File: src/rtl/example_mul_share_arb.sv
// Shared 7x14 signed multiplier with round-robin arbitration among
// NUM_REQ requesters, feeding a two-stage valid/ready pipeline.
module example_mul_share_arb #(
  parameter int NUM_REQ = 4,
  parameter int ID_W    = 2
) (
  input  logic                  ap_clk,
  input  logic                  ap_rst,
  input  logic [NUM_REQ-1:0]    req_vld,
  output logic [NUM_REQ-1:0]    req_rdy,
  input  logic [NUM_REQ*7-1:0]  req_a,
  input  logic [NUM_REQ*14-1:0] req_b,
  output logic                  res_vld,
  input  logic                  res_rdy,
  output logic [ID_W-1:0]       res_id,
  output logic [20:0]           res_p,
  output logic                  busy,
  output logic [15:0]           op_cnt
);

  // Pipeline stage 1: operands and owner
  logic                   r_s1_vld;
  logic [6:0]             r_s1_a;
  logic signed [13:0]     r_s1_b;
  logic [ID_W-1:0]        r_s1_id;
  // Pipeline stage 2: product and owner
  logic                   r_s2_vld;
  logic signed [20:0]     r_s2_p;
  logic [ID_W-1:0]        r_s2_id;
  // Arbitration pointer, handshake counter, reset-release delay
  logic [ID_W-1:0]        r_last;
  logic [15:0]            r_op_cnt;
  logic                   r_rst_d;

  logic                   w_adv1;
  logic                   w_adv2;
  logic                   w_gnt_en;
  logic [NUM_REQ-1:0]     w_gnt;
  logic                   w_gnt_any;
  logic [ID_W-1:0]        w_gnt_id;
  logic [6:0]             w_sel_a;
  logic [13:0]            w_sel_b;
  logic signed [21:0]     w_prod;
  logic [6:0]             w_a [NUM_REQ];
  logic [13:0]            w_b [NUM_REQ];

  // Unpack the flat operand buses into per-requester lanes
  for (genvar gi = 0; gi < NUM_REQ; gi++) begin : g_unpack
    assign w_a[gi] = req_a[7*gi +: 7];
    assign w_b[gi] = req_b[14*gi +: 14];
  end

  assign w_adv2 = ~r_s2_vld | res_rdy;
  assign w_adv1 = ~r_s1_vld | w_adv2;
  // No grants while in reset or in the first cycle after it
  assign w_gnt_en = w_adv1 & ~ap_rst & ~r_rst_d;

  // Round-robin search starting just after the last granted requester;
  // iterating from the farthest candidate lets the nearest one win
  always_comb begin
    int idx;
    w_gnt     = '0;
    w_gnt_any = 1'b0;
    w_gnt_id  = r_last;
    idx       = 0;
    for (int k = NUM_REQ; k >= 1; k--) begin
      idx = int'(r_last) + k;
      if (idx >= NUM_REQ) idx = idx - NUM_REQ;
      if (w_gnt_en && req_vld[idx]) begin
        w_gnt      = '0;
        w_gnt[idx] = 1'b1;
        w_gnt_any  = 1'b1;
        w_gnt_id   = ID_W'(idx);
      end
    end
  end

  // AND-OR operand mux driven by the one-hot grant
  always_comb begin
    w_sel_a = '0;
    w_sel_b = '0;
    for (int i = 0; i < NUM_REQ; i++) begin
      if (w_gnt[i]) begin
        w_sel_a = w_sel_a | w_a[i];
        w_sel_b = w_sel_b | w_b[i];
      end
    end
  end

  // a is unsigned: zero-extend before the signed multiply; result fits 21 bits
  assign w_prod = $signed({1'b0, r_s1_a}) * r_s1_b;

  // Control state: valids, pointer, counter
  always_ff @(posedge ap_clk) begin
    if (ap_rst) begin
      r_s1_vld <= 1'b0;
      r_s2_vld <= 1'b0;
      r_last   <= ID_W'(NUM_REQ - 1);
      r_op_cnt <= 16'd0;
    end else begin
      if (w_adv2) r_s2_vld <= r_s1_vld;
      if (w_adv1) r_s1_vld <= w_gnt_any;
      if (w_gnt_any) r_last <= w_gnt_id;
      if (r_s2_vld && res_rdy) r_op_cnt <= r_op_cnt + 16'd1;
    end
  end

  // Remember reset for one cycle so grants stay off right after release
  always_ff @(posedge ap_clk) begin
    r_rst_d <= ap_rst;
  end

  // Datapath registers; qualified by the valids so they need no reset
  always_ff @(posedge ap_clk) begin
    if (w_adv2) begin
      r_s2_p  <= w_prod[20:0];
      r_s2_id <= r_s1_id;
    end
    if (w_adv1 && w_gnt_any) begin
      r_s1_a  <= w_sel_a;
      r_s1_b  <= w_sel_b;
      r_s1_id <= w_gnt_id;
    end
  end

  assign req_rdy = w_gnt;
  assign res_vld = r_s2_vld;
  assign res_id  = r_s2_id;
  assign res_p   = r_s2_p;
  assign busy    = r_s1_vld | r_s2_vld;
  assign op_cnt  = r_op_cnt;

endmodule
File: config.mk
export PLATFORM = sky130hd
export DESIGN_NAME = example_mul_share_arb
export DESIGN_NICKNAME = d
export VERILOG_FILES = /design/src/rtl/example_mul_share_arb.sv
export SDC_FILE = /design/constraint.sdc
export NUM_CORES = 1
export LEC_CHECK = 0
export ABC_AREA = 1
export BUFFER_PORTS_ARGS = -buffer_cell sky130_fd_sc_hd__buf_2
export CORE_MARGIN = 5
export CORE_UTILIZATION = 47
export CTS_CLUSTER_SIZE = 25
export DETAILED_ROUTE_END_ITERATION = 8
export PLACE_DENSITY = 0.69
export SKIP_CTS_REPAIR_TIMING = 1
export SLEW_MARGIN = 15
export SYNTH_ARGS = -nofsm -noshare
export SYNTH_HDL_FRONTEND = slang
export SYNTH_SLANG_ARGS = --single-unit
File: constraint.sdc
create_clock -name ap_clk -period 11.3 [get_ports ap_clk]
set_input_delay 2.26 -clock ap_clk [delete_from_list [all_inputs] [get_ports ap_clk]]
set_output_delay 2.26 -clock ap_clk [all_outputs]
set_load 0.05 [all_outputs]
==> results.cfg, run 1 <==
[worst_setup_path]
end_kind = output port
cp.required_ps = 9040
critPathLaunchType = input port
cp_max_fo = 22
worstPathArrival_ps = 4120
critPathKind = in2out

[finish]
fin_nets = 1329
drive_gt1_frac = 0.205
final_cell_area_mm2 = 0.00885
fill_cells = 1640
syn2layout_area_growth_pct = 13.3
antenna_cells = 0

[clock_tree]
clock-sinks = 67
cts_made_buffers = 9
cts_tree = done
insertion_delay_ps = 350
cts_buffer_depth = 2
htreeDepth = 3
clkTransAtPathRegs_ps = 60
cts-root-buf = clkbuf_16

[hold_path]
hp-class = reg2reg

[timing]
tns_ps = 0
slew_viol_final = 0
setup_violations = 0
period_share = 0.565
finalClockSkew_ps = 12.8
slew_headroom = 0.254
rsz0062_at_grt = false
min_period_ps = 6380
worst_pin_slew_ps = 1120
hold_violations = 0
timing.fmax_mhz = 157

[place]
post_dp_cell_area_mm2 = 0.00854
hpwlAfterDp_um = 15200
gp_congestion = 0.926
portBuffers = 135

[synthesis]
synth_ff_type = edfxtp_1
yosysSeqAreaShare = 0.231
syn_inst = 993
ys_types = 41
synth_common_cells = 265 x inv_1, 244 x nand2_1, 74 x fa_1
syn_area_per_cell_um2 = 7.86
synthArstFlopShare = 0
yosysMostFrequentCell = inv_1
syn_nets = 1208
synth_edf_count = 46
ys_ff_latch = 67
netlist_area_mm2 = 0.00781
synth_top_cell_by_area = fa_1
yosysWarnings = 0
synthTopCellsByArea = fa_1 19%, edfxtp_1 18%, inv_1 13%, nand2_1 12%, ha_1 8.0%
synth_top_area_frac = 0.190

[detailed_routing]
drtPass1Iterations = 5
final_antenna_net_count = 0
routedWlPerCell_um = 13.7
vias = 6393
drc = 0
first_iter_violations = 308
vias_per_cell = 4.77
finalWirelength_um = 18300

[die]
rows = 47
ioPinCount = 136
initial_core_util = 0.474
die-area_mm2 = 0.0193
core_area_mm2 = 0.0165
die_y_um = 139
die_x_um = 139

[flow_run]
cap_viol_max_count = 0

[global_route]
grt_max_degree = 25
grt_pass1_wl_um = 31000
grt_antenna_before_repair = 1
track_usage = 0.196
grt_overflow = 0
grt_pass1_vias = 6462

[run_status]
status = completed
[metal layers]
layer,GRT usage,routed length [um]
met5,0,13
met2,0.324,8540
met1,0.260,8240
met4,0.0541,352
met3,0.0448,1160
[layout make-up]
cell class | instances | area [um2] | area share
clock buffers | 10 | 250 | 0.0283
well taps | 220 | 275 | 0.0311
repair buffers | 135 | 676 | 0.0764
inverters | 272 | 1020 | 0.116
flip-flops and latches | 67 | 1800 | 0.204
clock inverters | 6 | 50.0 | 0.00566
multi-input cells | 629 | 4770 | 0.539
[registers in the layout (all words and copies together) (netlist names)]
name	flops
res_p	21
op_cnt	16
r_s1_b	14
r_s1_a	7
r_last	2
r_s1_id	2
res_id	2
r_rst_d	1
r_s1_vld	1
res_vld	1
[cells by family (layout without fill, tap and decap cells)]
group           Yosys count  after routing  synth area share
simple gates            430            430             0.279
buf+inv                 297            423             0.159
fa+ha+maj               124            124             0.270
flops                    67             67             0.231
compound gates           54             54            0.0381
xor+xnor                 21             21            0.0236
[worst max-delay path, cell delays in order]
cell     delay (ps)
buf_2           170
nor2_1          210
nand2_4         130
inv_4           120
nand3_4         140
inv_1           130
nand2_1         450
nand2_1         240
inv_1            60
buf_2           210
[through the flow]
stage	hold slack (ps)	instances	setup slack [ps]	util
floorplan	400	993	5480	-
global placement	411	1323	5020	0.519
detailed placement	410	1323	4960	0.519
CTS	437	1339	4940	0.537
global route	438	1339	4770	0.537
finish	434	1339	4920	0.537
[final timing paths]
path	cells past startpoint	endpoint	slack [ps]	startpoint
min	0	res_id[1]$_DFFE_PP_	430	r_s1_id[1]$_DFFE_PP_
max reg2reg	17	res_p[20]$_DFFE_PP_	6350	r_s1_a[2]$_DFFE_PP_
max	10	req_rdy[3]	4920	ap_rst
min reg2reg	0	res_id[1]$_DFFE_PP_	430	r_s1_id[1]$_DFFE_PP_
[cells in the final DEF, fill, tap and decap left out, types with 2 or more instances in the layout]
master / instances
a211oi_1: 2
a21o_1: 2
a21oi_1: 27
buf_2: 135
clkbuf_16: 10
dfxtp_1: 21
edfxtp_1: 46
fa_1: 74
ha_1: 50
inv_1: 265
inv_2: 6
inv_4: 3
inv_6: 3
nand2_1: 244
nand2_2: 8
nand2_4: 3
nand3_1: 68
nand3_2: 44
nand3_4: 4
nand3b_1: 2
nand4_1: 9
nor2_1: 27
nor2_2: 5
nor2_8: 2
nor3_1: 8
o21ai_0: 16
o21bai_1: 2
or2_4: 2
xnor2_1: 8
xor2_1: 13
Power of run 1 is not shown: default switching activity piles up to over one toggle a cycle in this logic, so the estimate is an artifact.
==> run 2: changes to the inputs <==
PLACE_DENSITY = 0.71   (was 0.69)
clock period = 5.2 ns   (was 11.3 ns; I/O delays follow)
==> run 2 against run 1 <==
Net effect:
- via count up 0.20%
- final area rose by 0.14%
- clock skew decreased by 3.8 ps
- global-route usage about the same
- highest routed layer is now met4
==> results.cfg, run 2 (same netlist as run 1, synthesis figures left out) <==
[finish]
drive_gt1_frac = 0.206
fill_cells = 1585
regArea_mm2 = 0.00180
layout_commonest_cell = inv_1
fin_nets = 1331
layout.cells.non_filler = 1341
largest_reg_flops = 21
multi_input_area_mm2 = 0.00477
antenna_cells = 0
mostFrequentLayoutCells = 265 x inv_1, 244 x nand2_1, 135 x buf_2
syn2layout_area_growth_pct = 13.5

[timing]
worst_pin_slew_ps = 1100
hold_violations = 0
finalClockSkew_ps = 8.98
period_share = 0.910
rsz0062_at_grt = false
slew_headroom = 0.264
final.setup.worst_slack_ps = 470
min_period_ps = 4730
tns_ps = 0
setup_violations = 0
slew_viol_final = 0
timing.fmax_mhz = 211

[worst_setup_path]
timing.rr.start = r_s1_a[2]$_DFFE_PP_
cp_common_cell = inv_1
critPathLaunchType = register
crit_path_start = r_s1_a[2]$_DFFE_PP_
slowest_stage = fa_1
cp.required_ps = 5300
crit_chain = nand2_1 > fa_1 > inv_1 > fa_1 > inv_1 > fa_1 > fa_1 > inv_1 > ha_1 > inv_1 > nor3_1 > nand2_1 > nor3_1 > nand3b_1 > inv_1 > nand2_1 > nand2_1
critPathKind = reg2reg
cp_max_fo = 14
end_kind = register
cpPeakStageDelay_ps = 660
worstPathArrival_ps = 4830

[place]
gp_congestion = 0.889
place_ws_ps = 432
hpwlAfterDp_um = 14700
portBuffers = 135
dp_cells = 1325

[global_route]
grt_antenna_before_repair = 0
grt_pass1_wl_um = 31000
track_usage = 0.196
met1_usage = 0.241
grt_max_degree = 25
busiest_layer = met2
grt_overflow = 0
met2_usage = 0.332
use_met3 = 0.0603
grt_pass1_vias = 6597

[die]
core_area_mm2 = 0.0165
rows = 47
die_y_um = 139
ioPinCount = 136
initial_core_util = 0.474
die_x_um = 139
die-area_mm2 = 0.0193

[detailed_routing]
drtPass1Iterations = 4
drc = 0
vias = 6406
routedWlPerCell_um = 13.5
final_antenna_net_count = 0
first_iter_violations = 231
finalWirelength_um = 18100
vias_per_cell = 4.78

[clock_tree]
cts_tree = done
cts-root-buf = clkbuf_16
clock-sinks = 67
insertion_delay_ps = 340
htreeDepth = 3
clkTransAtPathRegs_ps = 60
cts_made_buffers = 9
cts_buffer_depth = 2

[hold_path]
hp-class = reg2reg
min-delay-start = r_s1_id[0]$_DFFE_PP_

[run_status]
status = completed

[flow_run]
cap_viol_max_count = 0
## run 2: changes by cell type in the layout (fill, tap and decap cells not counted)
cell	delta
inv_8	-1
buf_4	+2
inv_6	+1
## run 2: critical path: cells and delay by family (launching register included)
kind | cells | cell delay [ps]
adder cells (fa/ha/maj) | 5 | 2510
buffers and inverters | 5 | 290
AND/OR/NAND/NOR | 7 | 1030
flip-flops | 1 | 640
## run 2: metrics by stage
step | util | hold WS, ps | cell area [um2]
2_1_floorplan | - | 400 | 7810
3_3_place_gp | 0.520 | 403 | 8560
3_5_place_dp | 0.520 | 408 | 8560
4_1_cts | 0.538 | 417 | 8850
5_1_grt | 0.538 | 430 | 8860
6_report | 0.538 | 415 | 8860
## run 2: final timing paths
| path | slack [ps] | to | cells past startpoint |
|---|---|---|---|
| setup / recovery | 470 | res_p[20]$_DFFE_PP_ | 17 |
| setup reg to reg | 470 | res_p[20]$_DFFE_PP_ | 17 |
| hold / removal | 410 | res_id[0]$_DFFE_PP_ | 0 |
| hold reg to reg | 410 | res_id[0]$_DFFE_PP_ | 0 |
## run 2: metal layers
| metal | vias up | routed length, um |
|---|---|---|
| li1 | 3251 | - |
| met1 | 2935 | 7770 |
| met2 | 189 | 8550 |
| met3 | 31 | 1340 |
| met4 | 0 | 411 |
| met5 | - | 0 |
## run 2: cell type report
cell class	instances	share of cell area
multi-input combinational	629	0.538
clock buffer	10	0.0282
sequential	67	0.203
tap	220	0.0311
timing repair buffer	137	0.0780
inverter	272	0.116
clock inverter	6	0.00537
Power of run 2 is left out for the same reason.
